## src/rtl/ddr_cmd_sched_if.sv

```systemverilog
// rtl/ddr_cmd_sched_if.sv - request handshake and CBA FIFO write port of the DDR command scheduler
interface ddr_cmd_sched_if;
  logic        req_valid;
  logic        req_we;
  logic [24:0] req_adr;
  logic        req_ack;
  logic [17:0] cba_din;
  logic        cba_wr;
  logic        cba_full;

  // Requester / FIFO side: drives requests and FIFO status, observes commands
  modport master (
    output req_valid, req_we, req_adr, cba_full,
    input  req_ack, cba_din, cba_wr
  );

  // Scheduler side
  modport slave (
    input  req_valid, req_we, req_adr, cba_full,
    output req_ack, cba_din, cba_wr
  );
endinterface

```

## src/rtl/ddr_cmd_sched.sv

```systemverilog
// rtl/ddr_cmd_sched.sv - DDR init, auto-refresh and closed-page ACT/RW/PRE command sequencer
module ddr_cmd_sched #(
  parameter int INIT_WAIT        = 20000,
  parameter int REFRESH_INTERVAL = 750
) (
  input  logic           clk,
  input  logic           reset_n,
  ddr_cmd_sched_if.slave bus,
  output logic           init_done
);

  localparam logic [2:0] S_WAIT = 3'd0;
  localparam logic [2:0] S_INIT = 3'd1;
  localparam logic [2:0] S_IDLE = 3'd2;
  localparam logic [2:0] S_REF  = 3'd3;
  localparam logic [2:0] S_ACT  = 3'd4;
  localparam logic [2:0] S_RW   = 3'd5;
  localparam logic [2:0] S_PRE  = 3'd6;

  // {ras_n, cas_n, we_n}
  localparam logic [2:0] C_MRS   = 3'b000;
  localparam logic [2:0] C_AR    = 3'b001;
  localparam logic [2:0] C_PRE   = 3'b010;
  localparam logic [2:0] C_ACT   = 3'b011;
  localparam logic [2:0] C_WRITE = 3'b100;
  localparam logic [2:0] C_READ  = 3'b101;
  localparam logic [2:0] C_NOP   = 3'b111;

  localparam logic [14:0] WAIT_LOAD = 15'(INIT_WAIT - 1);
  localparam logic [9:0]  REF_LOAD  = 10'(REFRESH_INTERVAL - 1);

  logic [2:0]  state;
  logic [14:0] wait_cnt;
  logic [2:0]  step;
  logic [9:0]  ref_cnt;
  logic        ref_pending;
  logic        ref_wrap;
  logic [1:0]  bank;
  logic        emit;
  logic        push;
  logic [17:0] cmd_word;
  logic        unused_adr_bits;

  // Burst-aligned column: the low two address bits carry no information
  assign unused_adr_bits = ^bus.req_adr[1:0];

  // Command word presented in the current state; NOP outside emitting states
  always_comb begin
    emit     = 1'b1;
    cmd_word = {C_NOP, 15'd0};
    case (state)
      S_INIT: begin
        case (step)
          3'd0:    cmd_word = {C_PRE, 2'b00, 13'h0400};
          3'd1:    cmd_word = {C_MRS, 2'b01, 13'h0000};
          3'd2:    cmd_word = {C_MRS, 2'b00, 13'h0122};
          3'd3:    cmd_word = {C_PRE, 2'b00, 13'h0400};
          3'd4:    cmd_word = {C_AR,  2'b00, 13'h0000};
          3'd5:    cmd_word = {C_AR,  2'b00, 13'h0000};
          default: cmd_word = {C_MRS, 2'b00, 13'h0022};
        endcase
      end
      S_REF:   cmd_word = {C_AR, 2'b00, 13'h0000};
      S_ACT:   cmd_word = {C_ACT, bus.req_adr[24:23], bus.req_adr[22:10]};
      S_RW:    cmd_word = {bus.req_we ? C_WRITE : C_READ, bank, 3'b000, bus.req_adr[9:2], 2'b00};
      S_PRE:   cmd_word = {C_PRE, bank, 13'h0000};
      default: emit = 1'b0;
    endcase
  end

  // A command leaves only when the FIFO can take it; the word is held while stalled
  assign push        = emit & ~bus.cba_full;
  assign bus.cba_wr  = push;
  assign bus.cba_din = cmd_word;
  assign bus.req_ack = push & (state == S_RW);
  assign ref_wrap    = init_done & (ref_cnt == 10'd0);

  // Main sequencer: power-up wait, init steps, then refresh-first request servicing
  always_ff @(posedge clk or negedge reset_n) begin
    if (!reset_n) begin
      state     <= S_WAIT;
      wait_cnt  <= WAIT_LOAD;
      step      <= 3'd0;
      init_done <= 1'b0;
      bank      <= 2'b00;
    end else begin
      case (state)
        S_WAIT: begin
          if (wait_cnt == 15'd0) begin
            state <= S_INIT;
            step  <= 3'd0;
          end else begin
            wait_cnt <= wait_cnt - 15'd1;
          end
        end
        S_INIT: begin
          if (push) begin
            if (step == 3'd6) begin
              init_done <= 1'b1;
              state     <= S_IDLE;
            end else begin
              step <= step + 3'd1;
            end
          end
        end
        S_IDLE: begin
          if (ref_pending)        state <= S_REF;
          else if (bus.req_valid) state <= S_ACT;
        end
        S_REF: if (push) state <= S_IDLE;
        S_ACT: begin
          if (push) begin
            bank  <= bus.req_adr[24:23];
            state <= S_RW;
          end
        end
        S_RW:    if (push) state <= S_PRE;
        S_PRE:   if (push) state <= S_IDLE;
        default: state <= S_WAIT;
      endcase
    end
  end

  // Refresh timer: held loaded until init completes, then flags a refresh on every wrap
  always_ff @(posedge clk or negedge reset_n) begin
    if (!reset_n) begin
      ref_cnt     <= REF_LOAD;
      ref_pending <= 1'b0;
    end else begin
      if (!init_done || ref_cnt == 10'd0) ref_cnt <= REF_LOAD;
      else                                ref_cnt <= ref_cnt - 10'd1;
      if (ref_wrap)                       ref_pending <= 1'b1;
      else if (state == S_REF && push)    ref_pending <= 1'b0;
    end
  end

endmodule

```

## src/flat_wrapper.sv

```systemverilog
// flat-port wrapper written by rule: the top's interface ports become plain ports
module ddr_cmd_sched_flat 
#(
  parameter int INIT_WAIT        = 20000,
  parameter int REFRESH_INTERVAL = 750
)
  (clk, reset_n, init_done, bus_req_valid, bus_req_we, bus_req_adr, bus_cba_full, bus_req_ack, bus_cba_din, bus_cba_wr);
  ddr_cmd_sched_if bus_i ();
  input  logic clk;
  input  logic reset_n;
  output logic init_done;
  input wire logic [$bits(bus_i.req_valid)-1:0] bus_req_valid;
  input wire logic [$bits(bus_i.req_we)-1:0] bus_req_we;
  input wire logic [$bits(bus_i.req_adr)-1:0] bus_req_adr;
  input wire logic [$bits(bus_i.cba_full)-1:0] bus_cba_full;
  output wire logic [$bits(bus_i.req_ack)-1:0] bus_req_ack;
  output wire logic [$bits(bus_i.cba_din)-1:0] bus_cba_din;
  output wire logic [$bits(bus_i.cba_wr)-1:0] bus_cba_wr;
  assign bus_i.req_valid = bus_req_valid;
  assign bus_i.req_we = bus_req_we;
  assign bus_i.req_adr = bus_req_adr;
  assign bus_i.cba_full = bus_cba_full;
  assign bus_req_ack = bus_i.req_ack;
  assign bus_cba_din = bus_i.cba_din;
  assign bus_cba_wr = bus_i.cba_wr;
  ddr_cmd_sched #(.INIT_WAIT(INIT_WAIT), .REFRESH_INTERVAL(REFRESH_INTERVAL)) u_core (.clk(clk), .reset_n(reset_n), .bus(bus_i), .init_done(init_done));
endmodule
```

## config.mk

```make
export PLATFORM = sky130hd
export DESIGN_NAME = ddr_cmd_sched_flat
export DESIGN_NICKNAME = d
export VERILOG_FILES = /design/src/rtl/ddr_cmd_sched_if.sv /design/src/rtl/ddr_cmd_sched.sv /design/src/flat_wrapper.sv
export SDC_FILE = /design/constraint.sdc
export NUM_CORES = 1
export LEC_CHECK = 0
export CAP_MARGIN = 20
export CORE_ASPECT_RATIO = 0.8
export CORE_UTILIZATION = 40
export DETAILED_ROUTE_END_ITERATION = 10
export PLACE_DENSITY = 0.63
export SLEW_MARGIN = 5
export SYNTH_ARGS = -nofsm -noshare
export SYNTH_HDL_FRONTEND = slang
export SYNTH_SLANG_ARGS = --single-unit
```

## constraint.sdc

```tcl
create_clock -name clk -period 5.2 [get_ports clk]
set_clock_uncertainty 0.1 [all_clocks]
set_input_delay 1.04 -clock clk [delete_from_list [all_inputs] [get_ports clk]]
set_output_delay 1.04 -clock clk [all_outputs]
set_load 0.05 [all_outputs]
```

# After elaboration in Yosys (flattened, before gate mapping)
# Cells that the tools add are included.
[totals]
out_inout_bits = 21
inputBits = 30
word_cells = 73
reg_bits = 35
[op_classes]
n_addsub = 3
n_eq_ne = 20
n_reduce_logical = 18
n_mux = 20
bitwise_logic = 5
[op_table]
columns = ["cell", "count"]
rows = [
  ["$pmux 18 s5", 1],
  ["$pmux 17 s4", 1],
  ["$mux 3", 11],
  ["$eq 3x3->1 const B", 6],
  ["$pmux 3 s6", 1],
  ["$logic_not 15->1", 1],
  ["$sub 15x1->15 const B", 1],
  ["$eq 3x2->1 const B", 4],
  ["$ne 2x1->1 const B", 6],
  ["$logic_not 10->1", 1],
  ["$mux 10", 1],
  ["$sub 10x1->10 const B", 1],
  ["$reduce_and 7->1", 1],
  ["$eq 3x1->1 const B", 2],
  ["$logic_not 3->1", 2],
  ["$pmux 3 s2", 1],
  ["$reduce_or 2->1", 3],
  ["$reduce_or 5->1", 1],
  ["$mux 1", 4],
  ["$reduce_and 2->1", 2],
  ["$reduce_and 4->1", 1],
  ["$reduce_bool 2->1", 2],
  ["$add 3x1->3 const B", 1],
  ["$and 1x1->1", 3],
  ["7 further kinds", 8],
]

# Longest topological paths before layout
# Gate-level depths: netlist (run 1).
[logic_depth]
depth_word = 7
depth_mapped = 7

# Least setup slack after synthesis (run 1)
# No wires, ideal clock.
[synth_timing]
kind = "register to output"
start = "reg u_core.state[2]"
end = "out bus_cba_din[13]"
stages_incl_launch_ff = 5
required_time_ns = 4.060
arrival_ns = 2.237
slack_ns = 1.823
n_path_buf = 2
cell_sequence = "dfrtp_1 > clkbuf_1 > buf_1 > nand2_1 > o32ai_1"
[synth_via]
elab_chain_len = 2
elab_cells_between_ends = 6
[synth_lines]
columns = ["item", "line", "text"]
rows = [
  ["start, declared", "ddr_cmd_sched.sv:32", "logic [2:0] state;"],
  ["start signal, assigned", "ddr_cmd_sched.sv:81", "state <= S_WAIT;"],
  ["start signal, assigned", "ddr_cmd_sched.sv:90", "state <= S_INIT;"],
  ["start signal, assigned", "ddr_cmd_sched.sv:100", "state <= S_IDLE;"],
  ["$eq 3x3->1, or another cell as far along", "ddr_cmd_sched.sv:51", "case (state)"],
  ["$pmux 18 s5 (*)", "ddr_cmd_sched.sv:51", ""],
  ["end, declared", "flat_wrapper.sv:17", "output wire logic [$bits(bus_i.cba_din)-1:0] bus_cba_din;"],
]
# Mark *: on every way between the ends. The rest lies on a longest branch, timed or not.

# Final worst setup path (run 1)
[layout_timing]
start = "reg u_core.state[0]"
end = "out bus_cba_din[16]"
# Same word-level chain as after synthesis.

==> results of run 1 <==
-- flip-flops by register name (all words and copies together) (netlist names) --
signal / flops
u_core.wait_cnt: 15
u_core.ref_cnt: 10
u_core.state: 3
u_core.step: 3
u_core.bank: 2
u_core.init_done: 1
u_core.ref_pending: 1
-- cell type report --
cell class | instances | area (um2)
Sequential cell | 35 | 896
Inverter | 10 | 37.5
Multi-Input combinational cell | 172 | 1150
Clock buffer | 6 | 82.6
Timing Repair Buffer | 50 | 495
Tap cell | 62 | 77.6
Clock inverter | 2 | 35.0
Fill cell | 454 | 2260
-- metal layers --
layer	global-route usage [%]	up-vias
met5	0	-
met4	4.53	0
met3	4.34	4
met2	24.3	29
met1	24.2	782
li1	-	884
-- logic make-up (layout without fill, tap and decap cells) --
logic type               count (synthesis)  after routing
AND/OR/NAND/NOR                         97             97
multiplexers                            14             14
AO/OA/AOI/OAI                           33             33
XOR/XNOR                                21             21
adder cells (fa/ha/maj)                  7              7
flip-flops                              35             35
buffers and inverters                   19             68
-- critical path: cells and delay by family, from the launching register on --
family,cells,cell delay (ps)
and+or+nand+nor,3,990
buffers and inverters,1,820
DFF,1,780
-- Yosys cell counts, types with 2 or more instances --
| library cell | n |
|---|---|
| inv_1 | 10 |
| a21oi_1 | 10 |
| nand2_1 | 28 |
| nand2b_1 | 6 |
| nor2_1 | 23 |
| or4_4 | 2 |
| o22ai_1 | 3 |
| clkbuf_1 | 6 |
| xnor2_1 | 14 |
| dfstp_2 | 16 |
| o21ai_0 | 6 |
| xor2_1 | 7 |
| mux2i_1 | 9 |
| o32ai_1 | 2 |
| and2_1 | 5 |
| buf_1 | 3 |
| nor4_1 | 6 |
| ha_1 | 7 |
| nand3b_1 | 2 |
| or3_1 | 3 |
| nand3_1 | 4 |
| dfrtp_1 | 19 |
| nor3_1 | 8 |
| o41ai_1 | 2 |
| mux2_2 | 3 |
-- power by group --
| part | internal [W] | switching (W) | total [W] |
|---|---|---|---|
| Combinational | 0.000293 | 0.000433 | 0.000726 |
| Clock | 0.000155 | 0.0000985 | 0.000254 |
| Sequential | 0.000312 | 0.0000893 | 0.000401 |
-- layout by cell type (no fill, tap or decap), drive strengths merged, types with 6 or more instances in the layout --
master,count
dfstp,16
nand2b,6
clkbuf,6
nand2,28
inv,10
clkdlybuf4s50,48
a21oi,10
xnor2,14
nor4,7
xor2,7
ha,7
o21ai,7
dfrtp,19
nor3,8
mux2i,9
nor2,23
-- final timing paths --
path | startpoint | endpoint | slack, ps
worst max-delay path | u_core.state[0]$_DFFE_PN0P_ | bus_cba_din[16] | 1190
worst min-delay path | u_core.ref_cnt[0]$_DFF_PN1_ | u_core.ref_cnt[0]$_DFF_PN1_ | 360
worst max register to register | u_core.wait_cnt[7]$_DFFE_PN0P_ | u_core.state[0]$_DFFE_PN0P_ | 2880
worst min register to register | u_core.ref_cnt[0]$_DFF_PN1_ | u_core.ref_cnt[0]$_DFF_PN1_ | 360
max in group asynchronous | reset_n | u_core.wait_cnt[10]$_DFFE_PN1P_ | 3590
min in group asynchronous | reset_n | u_core.ref_cnt[4]$_DFF_PN0_ | 1080
-- metrics by stage --
stage / cells / hold slack, ps / total power (W) / utilization [%]
5_1_grt: 337 / 373 / 0.00146 / 55.0
6_report: 337 / 355 / 0.00138 / 55.0
3_3_place_gp: 329 / 337 / 0.00113 / 52.7
4_1_cts: 337 / 357 / 0.00139 / 55.0
3_5_place_dp: 329 / 341 / 0.00113 / 52.7
2_1_floorplan: 226 / 329 / 0.000929 / -
==> flow_summary.ini, run 1 <==
[worst_setup_path]
cp_max_fo = 17
critPathMaxStageDelay_ps = 820
cp_data_required_time_ps = 4060
cp-start-kind = flip-flop
crit_slowest_cell = clkdlybuf4s50_1
path_cells = or3b_1 -> or2_2 -> nand3_1 -> clkdlybuf4s50_1
worstSetupPathType = reg -> out
cp.arrival_ps = 2870
r2r_cells = 5
worstSetupEndpointType = output pin

[clock_network]
clock-sinks = 35
clock_path_buffers = 2
worstSkewPairLatency_ps = 290
htree_levels = 2
numCtsBuffers = 5
cts_hold_buffers = 0
clkTransAtPathRegs_ps = 70
root_buffer = clkbuf_8
cts_tree = built
cts_resized = 0
postCtsSetupRepairBufs = 0

[logic_synthesis]
syn_avg_cell_area_um2 = 9.36
ys_seq_elements = 35
synth_top_area_share_pct = 22.5
synth_cells = 226
synthXorXnorAreaFrac_pct = 8.70
synthMuxAreaShare_pct = 7.10
syn-num-nets = 263
synth_ff_type = dfrtp_1
synth-simple-area-share_pct = 24.0
synth-compound-area-share_pct = 10.4
synth.area.top_cells = dfrtp_1, dfstp_2, xnor2_1
yosys.area.top_type = dfrtp_1
synthArstFlopShare_pct = 100
ys_warn_count = 0
synth_edf_count = 0
ys_types = 47
netlist_area_um2 = 2110
synth_seq_area_share_pct = 42.4
synthAdderAreaFrac_pct = 4.14
synth_top_family_by_area = simple AND/OR/NAND/NOR gates

[sta]
setup_tns_ps = 0
layout_min_cycle_time_ps = 4010
fmax_mhz = 249
tightestPinTransition_ps = 737
rsz0062_at_grt = false
period_share_pct = 77.1
layout_setup_ws_ps = 1190
hold_viol_final = 0
setup_viol = 0
max_slew_margin_pct = 50.4
drv_slew = 0

[flow_run]
maxCapViolations = 0

[detailed_routing]
via_count = 1699
avgRoutedWirePerCell_um = 13.0
antenna_left = 0
remaining_drc_errors = 0
wl_mm = 4.37
highest_layer = met4
first_pass_iters = 4
dr_wl_met2_mm = 1.87
wl_met3_um = 158
via_per_inst = 5.04
wl_met1_mm = 2.31
drt_iter0_markers = 79

[power_and_ir_drop]
power_density_nw_per_um2 = 498
ir_worst_vdd_uv = 455
p_leak_nw = 1.14

[die]
core_um2 = 5040
die_area_um2 = 5580
ios = 51
die_h_um = 67.0
start_util_pct = 42.0
rows = 23
die_w_um = 83.3

[place]
dpl_worst_slack_ps = 1270
gp_congestion = 0.775
numPortBuffers = 48
dpl.hpwl_mm = 3.20
post_dp_cell_area_um2 = 2650

[worst_hold_path]
holdPathStages = 1
hold_class = reg -> reg

[global_routing]
grt_start_max_net_pins = 36
grt_overflow = 0
grt_pass1_wl_mm = 7.24
grt_pass1_vias = 1467
track_usage_pct = 16.7
antenna_found_initial = 0

[cells_and_area]
syn_to_final_growth_pct = 31.1
final_area_um2 = 2770
drive_above_1_share_pct = 13.8
fin_nets = 311
insertedDiodeCount = 0

[status]
status = finished, final reports clean
No activity file was read; power rests on OpenSTA's default activity.
==> run 2: changes to the inputs <==
--- a/config.mk
+++ b/config.mk
@@ -9,7 +9,7 @@
 export CORE_ASPECT_RATIO = 0.8
 export CORE_UTILIZATION = 40
 export DETAILED_ROUTE_END_ITERATION = 10
-export PLACE_DENSITY = 0.63
+export PLACE_DENSITY = 0.65
 export SLEW_MARGIN = 5
 export SYNTH_ARGS = -nofsm -noshare
 export SYNTH_HDL_FRONTEND = slang
==> constraint.sdc (replaced) <==
create_clock -name clk -period 3.4 [get_ports clk]
set_clock_uncertainty 0.1 [all_clocks]
set_input_delay 0.68 -clock clk [delete_from_list [all_inputs] [get_ports clk]]
set_output_delay 0.68 -clock clk [all_outputs]
set_load 0.05 [all_outputs]
==> flow_summary.ini, run 2 (synthesis results as in run 1) <==
[status]
status = finished, final reports clean

[clock_network]
clock-sinks = 35
clkTransAtPathRegs_ps = 70
cts_tree = built
worstSkewPairLatency_ps = 280
cts_resized = 0
numCtsBuffers = 5
clock_path_buffers = 2
htree_levels = 2
cts_hold_buffers = 0
root_buffer = clkbuf_8
postCtsSetupRepairBufs = 0

[cells_and_area]
multi_input_area_um2 = 1150
fin_nets = 315
largest_reg_flops = 15
ff_latch_area_um2 = 896
drive_above_1_share_pct = 19.0
final_common_cell = clkdlybuf4s50_1
insertedDiodeCount = 0
num-fill-cells = 479
mostFrequentLayoutCells = clkdlybuf4s50_1, nand2_1, nor2_1, dfrtp_1, dfstp_2
syn_to_final_growth_pct = 33.2
reg_top3 = u_core.wait_cnt: 15 flops, u_core.ref_cnt: 10 flops
regMostFlops = u_core.wait_cnt

[die]
die_w_um = 83.3
rows = 23
ios = 51
core_um2 = 5040
die_area_um2 = 5580
die_h_um = 67.0
start_util_pct = 42.0

[worst_hold_path]
hold_class = reg -> reg

[worst_setup_path]
cp.arrival_ps = 2400
cp-start-kind = flip-flop
cp_data_required_time_ps = 2620
cp_max_fo = 5
critPathMaxStageDelay_ps = 810
crit_family = buffers and inverters
path_cells = inv_1 -> ha_1 -> nand2b_1 -> a21boi_0 -> nor3b_1 -> a21oi_1 -> nor2_1 -> clkdlybuf4s50_1
worstSetupEndpointType = output pin
crit_slowest_cell = clkdlybuf4s50_1
worstSetupPathType = reg -> out
critPathBufInv = 2

[sta]
max_slew_margin_pct = 58.9
tightestPinTransition_ps = 611
period_share_pct = 93.4
hold_viol_final = 0
drv_slew = 0
layout_setup_ws_ps = 224
setup_tns_ps = 0
fmax_mhz = 315
setup_viol = 0
layout_min_cycle_time_ps = 3180
whs_ps = 359
rsz0062_at_grt = false

[detailed_routing]
via_per_inst = 5.08
first_pass_iters = 4
antenna_left = 0
remaining_drc_errors = 0
wl_mm = 4.41
avgRoutedWirePerCell_um = 12.9
drt_iter0_markers = 70
via_count = 1732

[place]
gp_congestion = 0.734
dpl_worst_slack_ps = 400
numPortBuffers = 48
dpl.hpwl_mm = 3.33

[power_and_ir_drop]
p_leak_nw = 1.19
ir_worst_vdd_uv = 522
power_density_nw_per_um2 = 769

[global_routing]
grt_overflow = 0
grt_start_max_net_pins = 36
track_usage_pct = 17.4
grt_pass1_vias = 1732
grt_pass1_wl_mm = 7.71
antenna_found_initial = 0

[flow_run]
maxCapViolations = 0
[run 2: cell types whose count changed in the layout (fill, tap and decap cells not counted), sizes merged]
cell	delta
buf	+16
clkinv	-1
bufinv	-1
clkdlybuf4s50	-12
clkbuf	+2
[run 2: per-stage QoR]
| stage | area, um2 | instances | power [W] | util, % |
|---|---|---|---|---|
| after floorplan | 2110 | 226 | 0.00142 | - |
| after global placement | 2720 | 333 | 0.00185 | 53.9 |
| after detailed placement | 2720 | 333 | 0.00185 | 53.9 |
| after CTS | 2820 | 341 | 0.00219 | 55.9 |
| after global routing | 2820 | 341 | 0.00230 | 55.9 |
| final | 2820 | 341 | 0.00217 | 55.9 |
[run 2: final timing paths]
path | startpoint | endpoint | slack, ps | depth (start not counted)
max in group asynchronous | reset_n | u_core.wait_cnt[9]$_DFFE_PN1P_ | 2140 | 2
setup / recovery | u_core.step[0]$_DFFE_PN0P_ | bus_cba_din[5] | 220 | 8
hold reg to reg | u_core.ref_cnt[0]$_DFF_PN1_ | u_core.ref_cnt[0]$_DFF_PN1_ | 360 | 1
hold / removal | u_core.ref_cnt[0]$_DFF_PN1_ | u_core.ref_cnt[0]$_DFF_PN1_ | 360 | 1
setup reg to reg | u_core.wait_cnt[7]$_DFFE_PN0P_ | u_core.state[0]$_DFFE_PN0P_ | 1050 | 5
min in group asynchronous | reset_n | u_core.ref_cnt[4]$_DFF_PN0_ | 710 | 2
[run 2: layer usage]
layer | GRT usage [%] | routed length (um) | vias to the layer above | part of all wire [%]
met4 | 6.47 | 57 | 0 | 1.3
met2 | 27.6 | 1860 | 53 | 42
li1 | - | - | 886 | -
met1 | 22.5 | 2210 | 788 | 50
met5 | 0 | 0 | - | 0
met3 | 5.45 | 280 | 5 | 6.4
[run 2: area by class of cell]
class	count	area share (%)
multi-input combinational	172	40.7
sequential	35	31.8
timing repair buffer	54	19.8
clock buffer	8	3.55
tap	62	2.75
inverter	10	1.33
[run 2: power by group]
group | total (W) | internal, W | switching (W)
combinational | 0.00129 | 0.000531 | 0.000756
clock | 0.000326 | 0.000185 | 0.000141
sequential | 0.000553 | 0.000480 | 0.0000733
total | 0.00217 | 0.00120 | 0.000970
==> run 3: changes to the inputs <==
==> constraint.sdc (replaced) <==
create_clock -name clk -period 2.9 [get_ports clk]
set_clock_uncertainty 0.1 [all_clocks]
set_input_delay 0.58 -clock clk [delete_from_list [all_inputs] [get_ports clk]]
set_output_delay 0.58 -clock clk [all_outputs]
set_load 0.05 [all_outputs]
==> flow_summary.ini, run 3 (synthesis results as in run 1) <==
[power_and_ir_drop]
ir_worst_vdd_uv = 583
power_density_nw_per_um2 = 912
p_leak_nw = 1.25

[die]
die_h_um = 67.0
die_area_um2 = 5580
die_w_um = 83.3
rows = 23
ios = 51
core_um2 = 5040
start_util_pct = 42.0

[cells_and_area]
drive_above_1_share_pct = 22.2
insertedDiodeCount = 0
fin_nets = 315
regMostFlops = u_core.wait_cnt
syn_to_final_growth_pct = 40.3
mostFrequentLayoutCells = nand2_1, clkdlybuf4s50_1, nor2_1, dfrtp_1, buf_12
largest_reg_flops = 15
num-fill-cells = 430
finish.utilization_pct = 58.9
reg_top3 = u_core.wait_cnt: 15 flops, u_core.ref_cnt: 10 flops

[worst_setup_path]
critPathMaxStageDelay_ps = 360
regToRegEndpoint = u_core.state[0]$_DFFE_PN0P_
worstSetupEndpointType = output pin
cp_data_required_time_ps = 2220
cp.arrival_ps = 1900
cp_max_fo = 18
worstSetupPathType = reg -> out
r2r_cells = 5
critPathLaunch = u_core.state[0]$_DFFE_PN0P_
path_cells = buf_4 -> buf_4 -> mux2_2 -> a21oi_1 -> nor2_1 -> buf_4
cp-start-kind = flip-flop
crit_slowest_cell = dfrtp_1
r2r-start = u_core.wait_cnt[7]$_DFFE_PN0P_
rrSetupSlack_ps = 580
crit_top_cell = buf_4

[sta]
max_slew_margin_pct = 57.2
hold_viol_final = 0
layout_min_cycle_time_ps = 2580
period_share_pct = 88.9
setup_tns_ps = 0
rsz0062_at_grt = false
fmax_mhz = 388
tightestPinTransition_ps = 636
setup_viol = 0
drv_slew = 0
whs_ps = 355

[place]
dpl.hpwl_mm = 3.39
gp_congestion = 0.756
numPortBuffers = 48

[clock_network]
clock_path_buffers = 2
clock-sinks = 35
numCtsBuffers = 5
postCtsSetupRepairBufs = 0
cts_tree = built
root_buffer = clkbuf_8
htree_levels = 2
cts_hold_buffers = 0
cts_resized = 0
clkTransAtPathRegs_ps = 60
worstSkewPairLatency_ps = 280

[global_routing]
antenna_found_initial = 0
grt_pass1_vias = 1588
grt.busiest_layer = met2
met3_usage_pct = 4.09
track_usage_pct = 16.7
grt_overflow = 0
grt_start_max_net_pins = 36
grtUsageMet1_pct = 24.4
grt_pass1_wl_mm = 7.31
grt_use_met2_pct = 24.4

[status]
status = finished, final reports clean

[detailed_routing]
avgRoutedWirePerCell_um = 13.2
first_pass_iters = 4
drt_iter0_markers = 59
via_per_inst = 5.08
antenna_left = 0
remaining_drc_errors = 0
via_count = 1732
wl_mm = 4.50

[worst_hold_path]
holdPathStages = 1
hold-path-endpoint = u_core.ref_cnt[0]$_DFF_PN1_
hold_start = u_core.ref_cnt[0]$_DFF_PN1_
hold_class = reg -> reg

[flow_run]
maxCapViolations = 0
==> run 3: changes by cell type in the layout (fill, tap and decap cells not counted), sizes merged <==
cell / change
buf: +8
clkdlybuf4s50: -8
==> run 3: worst max-delay path: cells and delay by family, from the launching register on <==
family | cells | cell delay (ps)
buffers and inverters | 3 | 720
multiplexers | 1 | 360
AO/OA/AOI/OAI | 1 | 140
AND/OR/NAND/NOR | 1 | 50
flip-flops | 1 | 360
==> run 3: worst max path at each step <==
stage                     end  slack (ps)  cells past startpoint
6_report       bus_cba_din[5]         320                      6
5_1_grt        bus_cba_din[5]         200                      6
4_1_cts        bus_cba_din[5]         310                      6
3_5_place_dp       bus_cba_wr         430                      4
3_3_place_gp       bus_cba_wr         470                      4
2_1_floorplan  bus_cba_din[1]          90                      4
==> run 3: area by class of cell <==
type | count | area [um2] | area share, %
multi-input combinational | 172 | 1150 | 38.9
sequential | 35 | 896 | 30.2
timing repair buffer | 54 | 701 | 23.6
clock buffer | 8 | 100 | 3.37
tap | 62 | 77.6 | 2.61
inverter | 10 | 37.5 | 1.27
==> run 3: where the power goes <==
group / leakage (nW) / switching, W / internal [W] / total, W
Sequential: 0.421 / 0.0000585 / 0.000563 / 0.000621
Clock: 0.0515 / 0.000163 / 0.000217 / 0.000380
Combinational: 0.775 / 0.000955 / 0.000748 / 0.00170
Total: 1.25 / 0.00118 / 0.00153 / 0.00270
==> run 3: per-stage QoR <==
step | instance area (um2) | power, W | setup slack (ps) | instances
2_1_floorplan | 2120 | 0.00168 | 93.9 | 226
3_3_place_gp | 2870 | 0.00233 | 466 | 333
3_5_place_dp | 2870 | 0.00234 | 433 | 333
4_1_cts | 2970 | 0.00273 | 309 | 341
5_1_grt | 2970 | 0.00285 | 202 | 341
6_report | 2970 | 0.00270 | 322 | 341
==> run 3: per-layer routing <==
metal | wire [um] | vias up
li1 | - | 892
met1 | 2360 | 814
met2 | 1940 | 24
met3 | 180 | 2
met4 | 23 | 0
met5 | 0 | -
